--- config.mk ---
export PLATFORM = sky130hd
export DESIGN_NAME = control_sequencer_flat
export DESIGN_NICKNAME = d
export VERILOG_FILES = /design/src/rtl/control_sequencer_pkg.sv /design/src/rtl/control_sequencer_if.sv /design/src/rtl/control_sequencer_decoder.sv /design/src/rtl/control_sequencer.sv /design/src/flat_wrapper.sv
export SDC_FILE = /design/constraint.sdc
export NUM_CORES = 1
export LEC_CHECK = 0
export ABC_CLOCK_PERIOD_IN_PS = 5500
export CAP_MARGIN = 20
export CORE_AREA = 2 2 59 83
export CTS_CLUSTER_DIAMETER = 200
export DETAILED_ROUTE_END_ITERATION = 16
export DIE_AREA = 0 0 61 85
export MAX_ROUTING_LAYER = met4
export SYNTH_ARGS = -nofsm -noshare
export SYNTH_HDL_FRONTEND = slang
export SYNTH_SLANG_ARGS = --single-unit
--- constraint.sdc ---
create_clock -name clk -period 5.5 [get_ports clk]
set_input_delay 1.65 -clock clk [delete_from_list [all_inputs] [get_ports clk]]
set_output_delay 1.65 -clock clk [all_outputs]
set_load 0.02 [all_outputs]
--- src/rtl/control_sequencer_pkg.sv ---
// Shared opcodes, bus-source codes, ALU codes and state encoding for the
// hardwired T-state controller.
package control_sequencer_pkg;

   localparam int OPC_W   = 5;
   localparam int SEL_W   = 5;
   localparam int ALUOP_W = 5;

   localparam logic [OPC_W-1:0] OPC_LD   = 5'b00000, OPC_LDI  = 5'b00001, OPC_ST   = 5'b00010;
   localparam logic [OPC_W-1:0] OPC_ADD  = 5'b00011, OPC_SUB  = 5'b00100, OPC_AND  = 5'b00101;
   localparam logic [OPC_W-1:0] OPC_OR   = 5'b00110, OPC_SHR  = 5'b00111, OPC_SHL  = 5'b01000;
   localparam logic [OPC_W-1:0] OPC_ROR  = 5'b01001, OPC_ROL  = 5'b01010, OPC_ADDI = 5'b01011;
   localparam logic [OPC_W-1:0] OPC_ANDI = 5'b01100, OPC_ORI  = 5'b01101, OPC_MUL  = 5'b01110;
   localparam logic [OPC_W-1:0] OPC_DIV  = 5'b01111, OPC_NEG  = 5'b10000, OPC_NOT  = 5'b10001;
   localparam logic [OPC_W-1:0] OPC_BR   = 5'b10010, OPC_JR   = 5'b10011, OPC_IN   = 5'b10100;
   localparam logic [OPC_W-1:0] OPC_OUT  = 5'b10101, OPC_MFHI = 5'b10110, OPC_MFLO = 5'b10111;
   localparam logic [OPC_W-1:0] OPC_NOP  = 5'b11000, OPC_HALT = 5'b11001;

   localparam logic [SEL_W-1:0] BUS_SEL_HI  = 5'd16, BUS_SEL_LO  = 5'd17, BUS_SEL_ZHI    = 5'd18;
   localparam logic [SEL_W-1:0] BUS_SEL_ZLO = 5'd19, BUS_SEL_PC  = 5'd20, BUS_SEL_MDR    = 5'd21;
   localparam logic [SEL_W-1:0] BUS_SEL_INPORT = 5'd22, BUS_SEL_C = 5'd23;

   localparam logic [ALUOP_W-1:0] ALU_ADD = 5'd0, ALU_SUB = 5'd1, ALU_AND = 5'd2,  ALU_OR  = 5'd3;
   localparam logic [ALUOP_W-1:0] ALU_SHR = 5'd4, ALU_SHL = 5'd5, ALU_ROR = 5'd6,  ALU_ROL = 5'd7;
   localparam logic [ALUOP_W-1:0] ALU_MUL = 5'd8, ALU_DIV = 5'd9, ALU_NEG = 5'd10, ALU_NOT = 5'd11;

   typedef enum logic [3:0] {
      ST_T0, ST_T1, ST_T2, ST_T3, ST_T4, ST_T5, ST_T6, ST_T7, ST_IDLE, ST_HALT
   } state_t;

   typedef struct packed {
      logic alu_reg;
      logic alu_imm;
      logic neg_not;
      logic mul_div;
      logic ld;
      logic ldi;
      logic st;
      logic br;
      logic jr;
      logic mfhi;
      logic mflo;
      logic inp;
      logic outp;
      logic nop;
      logic halt;
   } instr_class_t;

   // Register fields are 4 bits; R0..R15 occupy the low half of the bus-select space.
   function automatic logic [SEL_W-1:0] reg_sel(input logic [3:0] r);
      return {1'b0, r};
   endfunction

endpackage

--- src/rtl/control_sequencer_if.sv ---
// Datapath/memory control bundle between the sequencer (master) and the
// datapath (slave); step exists only when SINGLE_STEP_EN is defined.
interface control_sequencer_if;
   import control_sequencer_pkg::*;

`ifdef SINGLE_STEP_EN
   logic                step;
`endif
   logic                stop;
   logic [31:0]         ir;
   logic                con_ff;
   logic                mem_ready;
   logic [SEL_W-1:0]    bus_sel;
   logic                gra, grb, grc;
   logic                r_in, ba_out;
   logic                pc_in, pc_inc, ir_in, y_in, z_in, mar_in, mdr_in;
   logic                hi_in, lo_in, con_in, out_in;
   logic                mdr_read, mem_read, mem_write;
   logic [ALUOP_W-1:0]  alu_op;
   logic                run;
   logic                illegal_op;
   state_t              state;

   modport master (
`ifdef SINGLE_STEP_EN
      input  step,
`endif
      input  stop, ir, con_ff, mem_ready,
      output bus_sel, gra, grb, grc, r_in, ba_out,
      output pc_in, pc_inc, ir_in, y_in, z_in, mar_in, mdr_in,
      output hi_in, lo_in, con_in, out_in,
      output mdr_read, mem_read, mem_write, alu_op, run, illegal_op, state
   );

   modport slave (
`ifdef SINGLE_STEP_EN
      output step,
`endif
      output stop, ir, con_ff, mem_ready,
      input  bus_sel, gra, grb, grc, r_in, ba_out,
      input  pc_in, pc_inc, ir_in, y_in, z_in, mar_in, mdr_in,
      input  hi_in, lo_in, con_in, out_in,
      input  mdr_read, mem_read, mem_write, alu_op, run, illegal_op, state
   );

endinterface

--- src/rtl/control_sequencer_decoder.sv ---
// Combinational opcode decode: instruction class one-hot, ALU function and
// illegal-opcode flag.
module control_sequencer_decoder
   import control_sequencer_pkg::*;
(
   input  logic [OPC_W-1:0]   i_opcode,
   output instr_class_t       o_class,
   output logic [ALUOP_W-1:0] o_alu_op,
   output logic               o_illegal
);

   always_comb begin
      o_class   = '0;
      o_alu_op  = ALU_ADD;
      o_illegal = 1'b0;
      case (i_opcode)
         OPC_LD:   o_class.ld  = 1'b1;
         OPC_LDI:  o_class.ldi = 1'b1;
         OPC_ST:   o_class.st  = 1'b1;
         OPC_ADD:  begin o_class.alu_reg = 1'b1; o_alu_op = ALU_ADD; end
         OPC_SUB:  begin o_class.alu_reg = 1'b1; o_alu_op = ALU_SUB; end
         OPC_AND:  begin o_class.alu_reg = 1'b1; o_alu_op = ALU_AND; end
         OPC_OR:   begin o_class.alu_reg = 1'b1; o_alu_op = ALU_OR;  end
         OPC_SHR:  begin o_class.alu_reg = 1'b1; o_alu_op = ALU_SHR; end
         OPC_SHL:  begin o_class.alu_reg = 1'b1; o_alu_op = ALU_SHL; end
         OPC_ROR:  begin o_class.alu_reg = 1'b1; o_alu_op = ALU_ROR; end
         OPC_ROL:  begin o_class.alu_reg = 1'b1; o_alu_op = ALU_ROL; end
         OPC_ADDI: begin o_class.alu_imm = 1'b1; o_alu_op = ALU_ADD; end
         OPC_ANDI: begin o_class.alu_imm = 1'b1; o_alu_op = ALU_AND; end
         OPC_ORI:  begin o_class.alu_imm = 1'b1; o_alu_op = ALU_OR;  end
         OPC_MUL:  begin o_class.mul_div = 1'b1; o_alu_op = ALU_MUL; end
         OPC_DIV:  begin o_class.mul_div = 1'b1; o_alu_op = ALU_DIV; end
         OPC_NEG:  begin o_class.neg_not = 1'b1; o_alu_op = ALU_NEG; end
         OPC_NOT:  begin o_class.neg_not = 1'b1; o_alu_op = ALU_NOT; end
         OPC_BR:   o_class.br   = 1'b1;
         OPC_JR:   o_class.jr   = 1'b1;
         OPC_IN:   o_class.inp  = 1'b1;
         OPC_OUT:  o_class.outp = 1'b1;
         OPC_MFHI: o_class.mfhi = 1'b1;
         OPC_MFLO: o_class.mflo = 1'b1;
         OPC_NOP:  o_class.nop  = 1'b1;
         OPC_HALT: o_class.halt = 1'b1;
         default:  o_illegal    = 1'b1;
      endcase
   end

endmodule

--- src/rtl/control_sequencer.sv ---
// Hardwired T-state controller: state register plus state->strobe decode.
// Optional SINGLE_STEP_EN: non-memory states advance only on step=1.
module control_sequencer
   import control_sequencer_pkg::*;
(
   input logic                  clk,
   input logic                  reset,
   control_sequencer_if.master  cs
);

   state_t             r_state;
   instr_class_t       w_cls;
   logic [ALUOP_W-1:0] w_alu_op;
   logic               w_illegal;
   logic [3:0]         w_ra, w_rb, w_rc;
   logic               w_unused_ir;
   logic               w_step, w_wait, w_adv;

   assign w_ra        = cs.ir[26:23];
   assign w_rb        = cs.ir[22:19];
   assign w_rc        = cs.ir[18:15];
   assign w_unused_ir = ^cs.ir[14:0];
   assign cs.state    = r_state;

   control_sequencer_decoder u_decoder (
      .i_opcode  (cs.ir[31:27]),
      .o_class   (w_cls),
      .o_alu_op  (w_alu_op),
      .o_illegal (w_illegal)
   );

`ifdef SINGLE_STEP_EN
   assign w_step = cs.step;
`else
   assign w_step = 1'b1;
`endif

   // Memory waits always run free so the request is held until mem_ready.
   assign w_wait = (r_state == ST_T1) || (r_state == ST_T6 && w_cls.ld) ||
                   (r_state == ST_T7 && w_cls.st);
   assign w_adv  = w_step || w_wait;

   always_ff @(posedge clk) begin
      if (reset) begin
         r_state <= ST_T0;
      end else if (w_adv) begin
         case (r_state)
            ST_T0:   r_state <= cs.stop ? ST_IDLE : ST_T1;
            ST_IDLE: if (!cs.stop) r_state <= ST_T0;
            ST_T1:   if (cs.mem_ready) r_state <= ST_T2;
            ST_T2:   r_state <= ST_T3;
            ST_T3: begin
               if (w_cls.halt)
                  r_state <= ST_HALT;
               else if (w_cls.alu_reg || w_cls.alu_imm || w_cls.neg_not || w_cls.mul_div ||
                        w_cls.ld || w_cls.ldi || w_cls.st || w_cls.br)
                  r_state <= ST_T4;
               else
                  r_state <= ST_T0;
            end
            ST_T4:   r_state <= w_cls.neg_not ? ST_T0 : ST_T5;
            ST_T5:   r_state <= (w_cls.mul_div || w_cls.ld || w_cls.st || w_cls.br) ? ST_T6 : ST_T0;
            ST_T6: begin
               if (w_cls.ld) begin
                  if (cs.mem_ready) r_state <= ST_T7;
               end else if (w_cls.st) begin
                  r_state <= ST_T7;
               end else begin
                  r_state <= ST_T0;
               end
            end
            ST_T7:   if (!w_cls.st || cs.mem_ready) r_state <= ST_T0;
            ST_HALT: r_state <= ST_HALT;
            default: r_state <= ST_T0;
         endcase
      end
   end

   always_comb begin
      cs.bus_sel = '0;     cs.gra = 1'b0;       cs.grb = 1'b0;        cs.grc = 1'b0;
      cs.r_in = 1'b0;      cs.ba_out = 1'b0;    cs.pc_in = 1'b0;      cs.pc_inc = 1'b0;
      cs.ir_in = 1'b0;     cs.y_in = 1'b0;      cs.z_in = 1'b0;       cs.mar_in = 1'b0;
      cs.mdr_in = 1'b0;    cs.hi_in = 1'b0;     cs.lo_in = 1'b0;      cs.con_in = 1'b0;
      cs.out_in = 1'b0;    cs.mdr_read = 1'b0;  cs.mem_read = 1'b0;   cs.mem_write = 1'b0;
      cs.alu_op = ALU_ADD; cs.run = 1'b1;       cs.illegal_op = 1'b0;
      if (!w_adv) begin
         cs.run = 1'b0;
      end else begin
         case (r_state)
            ST_T0: if (!cs.stop) begin
               cs.bus_sel = BUS_SEL_PC; cs.mar_in = 1'b1; cs.pc_inc = 1'b1;
            end
            ST_T1: begin
               cs.mem_read = 1'b1; cs.mdr_read = 1'b1; cs.mdr_in = cs.mem_ready;
            end
            ST_T2: begin
               cs.bus_sel = BUS_SEL_MDR; cs.ir_in = 1'b1;
            end
            ST_T3: begin
               if (w_cls.alu_reg || w_cls.alu_imm) begin
                  cs.grb = 1'b1; cs.bus_sel = reg_sel(w_rb); cs.y_in = 1'b1;
               end else if (w_cls.neg_not) begin
                  cs.grb = 1'b1; cs.bus_sel = reg_sel(w_rb); cs.alu_op = w_alu_op; cs.z_in = 1'b1;
               end else if (w_cls.mul_div) begin
                  cs.gra = 1'b1; cs.bus_sel = reg_sel(w_ra); cs.y_in = 1'b1;
               end else if (w_cls.ld || w_cls.ldi || w_cls.st) begin
                  cs.grb = 1'b1; cs.bus_sel = reg_sel(w_rb); cs.ba_out = 1'b1; cs.y_in = 1'b1;
               end else if (w_cls.br) begin
                  cs.gra = 1'b1; cs.bus_sel = reg_sel(w_ra); cs.con_in = 1'b1;
               end else if (w_cls.jr) begin
                  cs.gra = 1'b1; cs.bus_sel = reg_sel(w_ra); cs.pc_in = 1'b1;
               end else if (w_cls.mfhi) begin
                  cs.bus_sel = BUS_SEL_HI; cs.gra = 1'b1; cs.r_in = 1'b1;
               end else if (w_cls.mflo) begin
                  cs.bus_sel = BUS_SEL_LO; cs.gra = 1'b1; cs.r_in = 1'b1;
               end else if (w_cls.inp) begin
                  cs.bus_sel = BUS_SEL_INPORT; cs.gra = 1'b1; cs.r_in = 1'b1;
               end else if (w_cls.outp) begin
                  cs.gra = 1'b1; cs.bus_sel = reg_sel(w_ra); cs.out_in = 1'b1;
               end else if (w_illegal) begin
                  cs.illegal_op = 1'b1;
               end
            end
            ST_T4: begin
               if (w_cls.alu_reg) begin
                  cs.grc = 1'b1; cs.bus_sel = reg_sel(w_rc); cs.alu_op = w_alu_op; cs.z_in = 1'b1;
               end else if (w_cls.alu_imm) begin
                  cs.bus_sel = BUS_SEL_C; cs.alu_op = w_alu_op; cs.z_in = 1'b1;
               end else if (w_cls.neg_not) begin
                  cs.bus_sel = BUS_SEL_ZLO; cs.gra = 1'b1; cs.r_in = 1'b1;
               end else if (w_cls.mul_div) begin
                  cs.grb = 1'b1; cs.bus_sel = reg_sel(w_rb); cs.alu_op = w_alu_op; cs.z_in = 1'b1;
               end else if (w_cls.ld || w_cls.ldi || w_cls.st) begin
                  cs.bus_sel = BUS_SEL_C; cs.alu_op = ALU_ADD; cs.z_in = 1'b1;
               end else if (w_cls.br) begin
                  cs.bus_sel = BUS_SEL_PC; cs.y_in = 1'b1;
               end
            end
            ST_T5: begin
               if (w_cls.alu_reg || w_cls.alu_imm || w_cls.ldi) begin
                  cs.bus_sel = BUS_SEL_ZLO; cs.gra = 1'b1; cs.r_in = 1'b1;
               end else if (w_cls.mul_div) begin
                  cs.bus_sel = BUS_SEL_ZLO; cs.lo_in = 1'b1;
               end else if (w_cls.ld || w_cls.st) begin
                  cs.bus_sel = BUS_SEL_ZLO; cs.mar_in = 1'b1;
               end else if (w_cls.br) begin
                  cs.bus_sel = BUS_SEL_C; cs.alu_op = ALU_ADD; cs.z_in = 1'b1;
               end
            end
            ST_T6: begin
               if (w_cls.mul_div) begin
                  cs.bus_sel = BUS_SEL_ZHI; cs.hi_in = 1'b1;
               end else if (w_cls.ld) begin
                  cs.mem_read = 1'b1; cs.mdr_read = 1'b1; cs.mdr_in = cs.mem_ready;
               end else if (w_cls.st) begin
                  cs.gra = 1'b1; cs.bus_sel = reg_sel(w_ra); cs.mdr_in = 1'b1;
               end else if (w_cls.br && cs.con_ff) begin
                  cs.bus_sel = BUS_SEL_ZLO; cs.pc_in = 1'b1;
               end
            end
            ST_T7: begin
               if (w_cls.ld) begin
                  cs.bus_sel = BUS_SEL_MDR; cs.gra = 1'b1; cs.r_in = 1'b1;
               end else if (w_cls.st) begin
                  cs.mem_write = 1'b1;
               end
            end
            ST_IDLE, ST_HALT: cs.run = 1'b0;
            default: ;
         endcase
      end
   end

endmodule
--- src/flat_wrapper.sv ---
// flat-port wrapper written by rule: the top's interface ports become plain ports
module control_sequencer_flat import control_sequencer_pkg::*;
  (clk, reset, cs_stop, cs_ir, cs_con_ff, cs_mem_ready, cs_bus_sel, cs_gra, cs_grb, cs_grc, cs_r_in, cs_ba_out, cs_pc_in, cs_pc_inc, cs_ir_in, cs_y_in, cs_z_in, cs_mar_in, cs_mdr_in, cs_hi_in, cs_lo_in, cs_con_in, cs_out_in, cs_mdr_read, cs_mem_read, cs_mem_write, cs_alu_op, cs_run, cs_illegal_op, cs_state);
  control_sequencer_if cs_i ();
  input logic clk;
  input logic reset;
  input wire logic [$bits(cs_i.stop)-1:0] cs_stop;
  input wire logic [$bits(cs_i.ir)-1:0] cs_ir;
  input wire logic [$bits(cs_i.con_ff)-1:0] cs_con_ff;
  input wire logic [$bits(cs_i.mem_ready)-1:0] cs_mem_ready;
  output wire logic [$bits(cs_i.bus_sel)-1:0] cs_bus_sel;
  output wire logic [$bits(cs_i.gra)-1:0] cs_gra;
  output wire logic [$bits(cs_i.grb)-1:0] cs_grb;
  output wire logic [$bits(cs_i.grc)-1:0] cs_grc;
  output wire logic [$bits(cs_i.r_in)-1:0] cs_r_in;
  output wire logic [$bits(cs_i.ba_out)-1:0] cs_ba_out;
  output wire logic [$bits(cs_i.pc_in)-1:0] cs_pc_in;
  output wire logic [$bits(cs_i.pc_inc)-1:0] cs_pc_inc;
  output wire logic [$bits(cs_i.ir_in)-1:0] cs_ir_in;
  output wire logic [$bits(cs_i.y_in)-1:0] cs_y_in;
  output wire logic [$bits(cs_i.z_in)-1:0] cs_z_in;
  output wire logic [$bits(cs_i.mar_in)-1:0] cs_mar_in;
  output wire logic [$bits(cs_i.mdr_in)-1:0] cs_mdr_in;
  output wire logic [$bits(cs_i.hi_in)-1:0] cs_hi_in;
  output wire logic [$bits(cs_i.lo_in)-1:0] cs_lo_in;
  output wire logic [$bits(cs_i.con_in)-1:0] cs_con_in;
  output wire logic [$bits(cs_i.out_in)-1:0] cs_out_in;
  output wire logic [$bits(cs_i.mdr_read)-1:0] cs_mdr_read;
  output wire logic [$bits(cs_i.mem_read)-1:0] cs_mem_read;
  output wire logic [$bits(cs_i.mem_write)-1:0] cs_mem_write;
  output wire logic [$bits(cs_i.alu_op)-1:0] cs_alu_op;
  output wire logic [$bits(cs_i.run)-1:0] cs_run;
  output wire logic [$bits(cs_i.illegal_op)-1:0] cs_illegal_op;
  output wire logic [$bits(cs_i.state)-1:0] cs_state;
  assign cs_i.stop = cs_stop;
  assign cs_i.ir = cs_ir;
  assign cs_i.con_ff = cs_con_ff;
  assign cs_i.mem_ready = cs_mem_ready;
  assign cs_bus_sel = cs_i.bus_sel;
  assign cs_gra = cs_i.gra;
  assign cs_grb = cs_i.grb;
  assign cs_grc = cs_i.grc;
  assign cs_r_in = cs_i.r_in;
  assign cs_ba_out = cs_i.ba_out;
  assign cs_pc_in = cs_i.pc_in;
  assign cs_pc_inc = cs_i.pc_inc;
  assign cs_ir_in = cs_i.ir_in;
  assign cs_y_in = cs_i.y_in;
  assign cs_z_in = cs_i.z_in;
  assign cs_mar_in = cs_i.mar_in;
  assign cs_mdr_in = cs_i.mdr_in;
  assign cs_hi_in = cs_i.hi_in;
  assign cs_lo_in = cs_i.lo_in;
  assign cs_con_in = cs_i.con_in;
  assign cs_out_in = cs_i.out_in;
  assign cs_mdr_read = cs_i.mdr_read;
  assign cs_mem_read = cs_i.mem_read;
  assign cs_mem_write = cs_i.mem_write;
  assign cs_alu_op = cs_i.alu_op;
  assign cs_run = cs_i.run;
  assign cs_illegal_op = cs_i.illegal_op;
  assign cs_state = cs_i.state;
  control_sequencer u_core (.clk(clk), .reset(reset), .cs(cs_i));
endmodule
==> results of run 1 <==
[layer usage]
metal | up-vias | part of all wire | track usage
li1 | 945 | - | -
met1 | 849 | 0.40 | 0.268
met2 | 61 | 0.53 | 0.381
met3 | 15 | 0.042 | 0.0107
met4 | 0 | 0.032 | 0.0889
met5 | - | 0 | -
[layout by cell type (no fill, tap or decap), types with 3 or more instances in the layout]
| cell | n |
|---|---|
| a21boi_0 | 3 |
| a21oi_1 | 17 |
| a31oi_1 | 4 |
| and3_1 | 3 |
| buf_4 | 44 |
| clkbuf_8 | 3 |
| clkdlybuf4s50_1 | 37 |
| dfxtp_1 | 4 |
| dlygate4sd2_1 | 15 |
| dlymetal6s2s_1 | 3 |
| inv_1 | 7 |
| mux2i_1 | 5 |
| nand2_1 | 22 |
| nand2b_1 | 10 |
| nand3_1 | 5 |
| nand3b_1 | 4 |
| nor2_1 | 15 |
| nor2b_1 | 8 |
| nor3_1 | 8 |
| o2111ai_1 | 3 |
| o211ai_1 | 3 |
| o21ai_0 | 16 |
| or3_1 | 5 |
[report_power, final]
group,switching (mW),internal (mW),leakage [nW]
registers,0.0393,0.0400,0.0329
clock network,0.0163,0.0468,0.0216
logic,0.191,0.178,0.920
[critical path, stage by stage]
cell	delay, ns
clkdlybuf4s50_1	0.56
buf_4	0.28
nand4_1	0.25
buf_4	0.22
nor3_1	0.14
clkdlybuf4s50_1	0.64
[through the flow]
step	setup TNS [ns]	hold WS, ns
floorplan	0	0.780
finish	0	0.708
global route	0	0.799
CTS	0	0.716
detailed placement	-1.27	0.691
global placement	-1.16	0.681
[kinds of logic after synthesis]
family	synth area share
and+or+nand+nor	0.458
xor gates and xnor gates	0.0135
DFF	0.0618
buffers and inverters	0.0907
AOI/OAI and AO/OA	0.335
muxes	0.0386
other	0.00289
[worst min-delay path by stage]
stage	from	to	slack [ns]	cells after the start
after detailed placement	u_core.cs.state[1]$_SDFFE_PP0P_	u_core.cs.state[1]$_SDFFE_PP0P_	0.69	2
after global routing	u_core.cs.state[1]$_SDFFE_PP0P_	u_core.cs.state[2]$_SDFFE_PP0P_	0.80	2
after floorplan	u_core.cs.state[1]$_SDFFE_PP0P_	u_core.cs.state[3]$_SDFFE_PP0P_	0.78	3
after global placement	u_core.cs.state[1]$_SDFFE_PP0P_	u_core.cs.state[1]$_SDFFE_PP0P_	0.68	2
final	u_core.cs.state[1]$_SDFFE_PP0P_	u_core.cs.state[1]$_SDFFE_PP0P_	0.71	2
after CTS	u_core.cs.state[1]$_SDFFE_PP0P_	u_core.cs.state[1]$_SDFFE_PP0P_	0.72	2
[cell type report]
class / count / area, µm²
multi-input cells: 180 / 1110
flip-flops and latches: 4 / 80.1
well taps: 62 / 77.6
fillers: 501 / 2260
repair buffers: 99 / 870
clock buffers: 3 / 41.3
inverters: 7 / 26.3
[timing repair]
item | in CTS | in global routing
gates resized for setup | 17 | 5
endpoints found under the hold margin | 0 | 0
cloned | 0 | 0
setup endpoints to repair | 15 | 4
==> flow_summary_export.csv, run 1 <==
group,metric,value,unit
synthesis,yosysSeqAreaShare,0.0618,
timing,slew_headroom,0.431,
timing,finalCriticalPeriod,5.40,ns
timing,fmax,0.185,GHz
timing,setup_viol,0,
timing,hold_viol_final,0,
routing,wl_per_cell,15.2,µm
routing,drc,0,
synthesis,synthFlopType,"dfxtp_1",
place,port_buffers,55,
timing,period_share,0.981,
hold_path,hold_path.class,"register to register",
power_and_ir_drop,p_per_area,232,mW/mm²
place,dpl.hpwl,4230,µm
clock_tree,cts_sinks,4,
routing,ant_nets,0,
synthesis,yosysUniqueCellTypes,59,
synthesis,synth_commonest_cells,"nand2_1 (22), a21oi_1 (17), o21ai_0 (17)",
clock_tree,tritoncts,"built",
synthesis,synth_nets,248,
timing,report.final.slew_viol_count,0,
clock_tree,ctsHoldBuffers,0,
synthesis,synth_top_cell_by_area,"a21oi_1",
grt,grt_start_max_net_pins,23,
synthesis,yosysWarningCount,0,
floorplanning,die_w,61,µm
setup_path,worstSetupPathType,"input port to primary output",
final_layout,final_util,0.493,
clock_tree,path_clk_slew,0.03,ns
place,dp_cells,352,
grt,overflow,0,
synthesis,synth_edf_count,0,
synthesis,synthTopCellsByArea,"a21oi_1 (6.6%), o21ai_0 (6.6%), nand2_1 (6.4%), dfxtp_1 (6.2%), nand2b_1 (4.8%)",
final_layout,largest_reg_flops,4,
routing,via_per_inst,5.27,
grt,antenna_found_initial,0,
clock_tree,post-cts-setup-buffers,0,
floorplanning,pin_count,72,
timing,rsz0062_at_grt,"false",
setup_path,crit_path_end,"cs_hi_in",
setup_path,critPathArrivalTime,3.75,ns
final_layout,finalInstanceArea,0.00220,mm²
clock_tree,worstSkewPairLatency,0.22,ns
floorplanning,rows,29,
synthesis,yosysMostFrequentCell,"nand2_1",
clock_tree,htreeDepth,1,
place,preCtsSetupSlack,-0.129,ns
routing,dr.pass1.iters,4,
final_layout,fin_nets,332,
clock_tree,cts_buffer_depth,2,
timing,worstMarginPinSlew,0.842,ns
setup_path,critPathLaunchType,"input port",
setup_path,cp_max_fo,22,
routing,wl,5410,µm
grt,grt_first_pass_wirelength,8830,µm
synthesis,syn-instance-count,211,
synthesis,synth_top_area_frac,0.0656,
synthesis,synth_seq_cells,4,
setup_path,cp-end-kind,"primary output",
timing,setup_ws,0.103,ns
grt,grt_pass1_vias,1854,
floorplanning,die_area,0.00519,mm²
clock_tree,cts_buffers,3,
synthesis,syn_area,0.00130,mm²
timing,skew,0.00791,ns
outcome,status,"finished, final reports clean",
floorplanning,fp.dieH,85,µm
setup_path,r2r-start,"u_core.cs.state[1]$_SDFFE_PP0P_",
synthesis,synthArstFlopShare,0,
final_layout,drive_above_1_share,0.191,
routing,via_count,1870,
place,place.gp.congestion,0.893,
setup_path,ff2ff_setup_slack,3.33,ns
setup_path,reg2regPathDepth,5,
final_layout,diodes,0,
power_and_ir_drop,power,511,µW
power_and_ir_drop,p_leak,0.975,nW
grt,grt_usage,0.224,
job,maxCapViolCount,0,
setup_path,cp.required,3.85,ns
final_layout,finalNonFillerCells,355,
floorplanning,start_util,0.290,
clock_tree,clock-root-buffer,"clkbuf_8",
routing,drt_iter0_drc,95,
setup_path,r2r-end,"u_core.cs.state[2]$_SDFFE_PP0P_",
setup_path,cp-startpoint,"cs_ir[28]",
final_layout,area_delta_synth_final,69.9,%
synthesis,syn_area_per_cell,6.14,µm²
power_and_ir_drop,worst_ir_drop_vdd,0.000113,V
place,dpl-instance-area,0.00216,mm²
floorplanning,coreArea,0.00446,mm²
Note: power is estimated with default switching activity, not from simulation.
==> run 2, diff against run 1 <==
--- a/config.mk
+++ b/config.mk
@@ -5,7 +5,7 @@
 export SDC_FILE = /design/constraint.sdc
 export NUM_CORES = 1
 export LEC_CHECK = 0
-export ABC_CLOCK_PERIOD_IN_PS = 5500
+export ABC_CLOCK_PERIOD_IN_PS = 6460
 export CAP_MARGIN = 20
 export CORE_AREA = 2 2 59 83
 export CTS_CLUSTER_DIAMETER = 200
==> constraint.sdc (replaced) <==
create_clock -name clk -period 6.46 [get_ports clk]
set_input_delay 1.938 -clock clk [delete_from_list [all_inputs] [get_ports clk]]
set_output_delay 1.938 -clock clk [all_outputs]
set_load 0.02 [all_outputs]
==> flow_summary_export.csv, run 2 (synthesized netlist as in run 1, its figures left out) <==
group,metric,value,unit
power_and_ir_drop,worst_ir_drop_vdd,0.000100,V
timing,skew,0.00301,ns
place,dp_cells,327,
timing,setup_viol,0,
clock_tree,htreeDepth,1,
final_layout,largest_reg_flops,4,
hold_path,hold_path.class,"register to register",
grt,grt_usage,0.211,
grt,grt_first_pass_wirelength,8400,µm
timing,period_share,0.969,
clock_tree,post-cts-setup-buffers,0,
routing,via_count,1794,
setup_path,critPathLaunchType,"input port",
timing,finalCriticalPeriod,6.26,ns
routing,wl,5120,µm
routing,drt_iter0_drc,73,
power_and_ir_drop,power,442,µW
grt,grt-busiest-layer,"met2",
setup_path,reg2regPathDepth,5,
clock_tree,cts-resized-gates,0,
clock_tree,cts_sinks,4,
timing,hold_viol_final,0,
setup_path,cp.required,4.52,ns
timing,final.setup.tns,0,ns
floorplanning,fp.dieH,85,µm
setup_path,r2r-start,"u_core.cs.state[0]$_SDFFE_PP0P_",
timing,slew_headroom,0.514,
outcome,status,"finished, final reports clean",
power_and_ir_drop,p_per_area,219,mW/mm²
setup_path,path_cells,"clkdlybuf4s50_1 -> buf_4 -> or2_1 -> or3_1 -> o21ai_0 -> and2_1 -> clkdlybuf4s50_1",
place,port_buffers,55,
setup_path,cp-end-kind,"primary output",
setup_path,crit_slowest_cell,"clkdlybuf4s50_1",
routing,wl_per_cell,15.5,µm
final_layout,area_delta_synth_final,55.8,%
timing,setup_ws,0.197,ns
setup_path,critPathArrivalTime,4.32,ns
final_layout,finalNonFillerCells,330,
setup_path,cpPeakStageDelay,0.59,ns
floorplanning,coreArea,0.00446,mm²
final_layout,diodes,0,
floorplanning,rows,29,
final_layout,mostFrequentLayoutCells,"clkdlybuf4s50_1 (54), nand2_1 (22), buf_4 (19), o21ai_0 (17), a21oi_1 (17)",
clock_tree,clock-root-buffer,"clkbuf_8",
setup_path,critical_path.top_delay_family,"buffers and inverters",
setup_path,r2r-end,"u_core.cs.state[2]$_SDFFE_PP0P_",
grt,use_met2,0.337,
clock_tree,cts_buffers,3,
clock_tree,worstSkewPairLatency,0.22,ns
clock_tree,tritoncts,"built",
final_layout,drive_above_1_share,0.104,
timing,holdWs,0.709,ns
clock_tree,path_clk_slew,0.03,ns
routing,ant_nets,0,
grt,grt_pass1_vias,1741,
grt,met1_usage,0.273,
setup_path,cp_max_fo,17,
grt,antenna_found_initial,0,
clock_tree,ctsHoldBuffers,0,
place,dpl-instance-area,0.00198,mm²
timing,worstMarginPinSlew,0.719,ns
routing,dr.pass1.iters,4,
timing,fmax,0.160,GHz
place,dpl.hpwl,3980,µm
floorplanning,pin_count,72,
setup_path,ff2ff_setup_slack,4.33,ns
routing,via_per_inst,5.44,
final_layout,final_util,0.452,
power_and_ir_drop,p_leak,0.759,nW
final_layout,fin_nets,307,
final_layout,final_common_cell,"clkdlybuf4s50_1",
timing,report.final.slew_viol_count,0,
place,preCtsSetupSlack,0.163,ns
hold_path,whs_endpoint,"u_core.cs.state[1]$_SDFFE_PP0P_",
clock_tree,cts_buffer_depth,2,
setup_path,crit_buf_inv,3,
job,maxCapViolCount,0,
routing,drc,0,
floorplanning,start_util,0.290,
hold_path,worstHoldStart,"u_core.cs.state[1]$_SDFFE_PP0P_",
hold_path,hold-path-cell-count,2,
timing,rsz0062_at_grt,"false",
final_layout,finalInstanceArea,0.00202,mm²
grt,overflow,0,
setup_path,worstSetupPathType,"input port to primary output",
floorplanning,die_area,0.00519,mm²
place,place.gp.congestion,0.873,
setup_path,crit_path_frequent_cell,"clkdlybuf4s50_1",
grt,grt_start_max_net_pins,23,
grt,met3_usage,0.00915,
floorplanning,die_w,61,µm
run 2: cell count changes in the layout (fill, tap and decap cells not counted):
cell             previous run  this run
o21ai_0                    16        17
nor2_1                     15        16
o21ai_1                     1         0
clkdlybuf4s50_1            37        54
nor3_2                      1         0
dlygate4sd2_1              15         0
buf_4                      44        19
dlymetal6s2s_1              3         1
nor3_1                      8         9
and4b_2                     1         0
and4b_1                     0         1
nor2_2                      1         0
run 2: report_power, final:
part / total, mW / leakage (nW) / switching, mW / internal [mW]
Combinational: 0.320 / 0.705 / 0.161 / 0.160
Sequential: 0.0687 / 0.0329 / 0.0346 / 0.0341
Clock: 0.0531 / 0.0216 / 0.0134 / 0.0398
run 2: worst reg2reg max path, cell delays in order (launching register included):
cell and delay, ns:
dfxtp_1 0.67, or3b_2 0.50, o41a_1 0.13, or3_4 0.36, and2_4 0.18, a211oi_1 0.20
run 2: how the worst max path moves through the flow:
stage | cells after the start | from | slack [ns] | end
floorplan | 6 | cs_ir[29] | 0.95 | cs_mdr_in
CTS | 7 | cs_ir[31] | 0.16 | cs_mdr_in
global placement | 7 | cs_ir[31] | 0.16 | cs_mdr_in
detailed placement | 7 | cs_ir[31] | 0.16 | cs_mdr_in
finish | 7 | cs_ir[30] | 0.20 | cs_alu_op[0]
global route | 7 | cs_ir[30] | 0.05 | cs_bus_sel[2]
run 2: cell type report:
type | count | area, µm²
clock buffers | 3 | 41.3
fillers | 461 | 2440
inverters | 7 | 26.3
multi-input cells | 180 | 1100
flip-flops and latches | 4 | 80.1
well taps | 62 | 77.6
repair buffers | 74 | 696
run 2: per-layer routing:
metal,vias up,wire (µm)
met2,51,2670
met4,0,94
li1,896,-
met5,-,0
met3,8,176
met1,839,2180
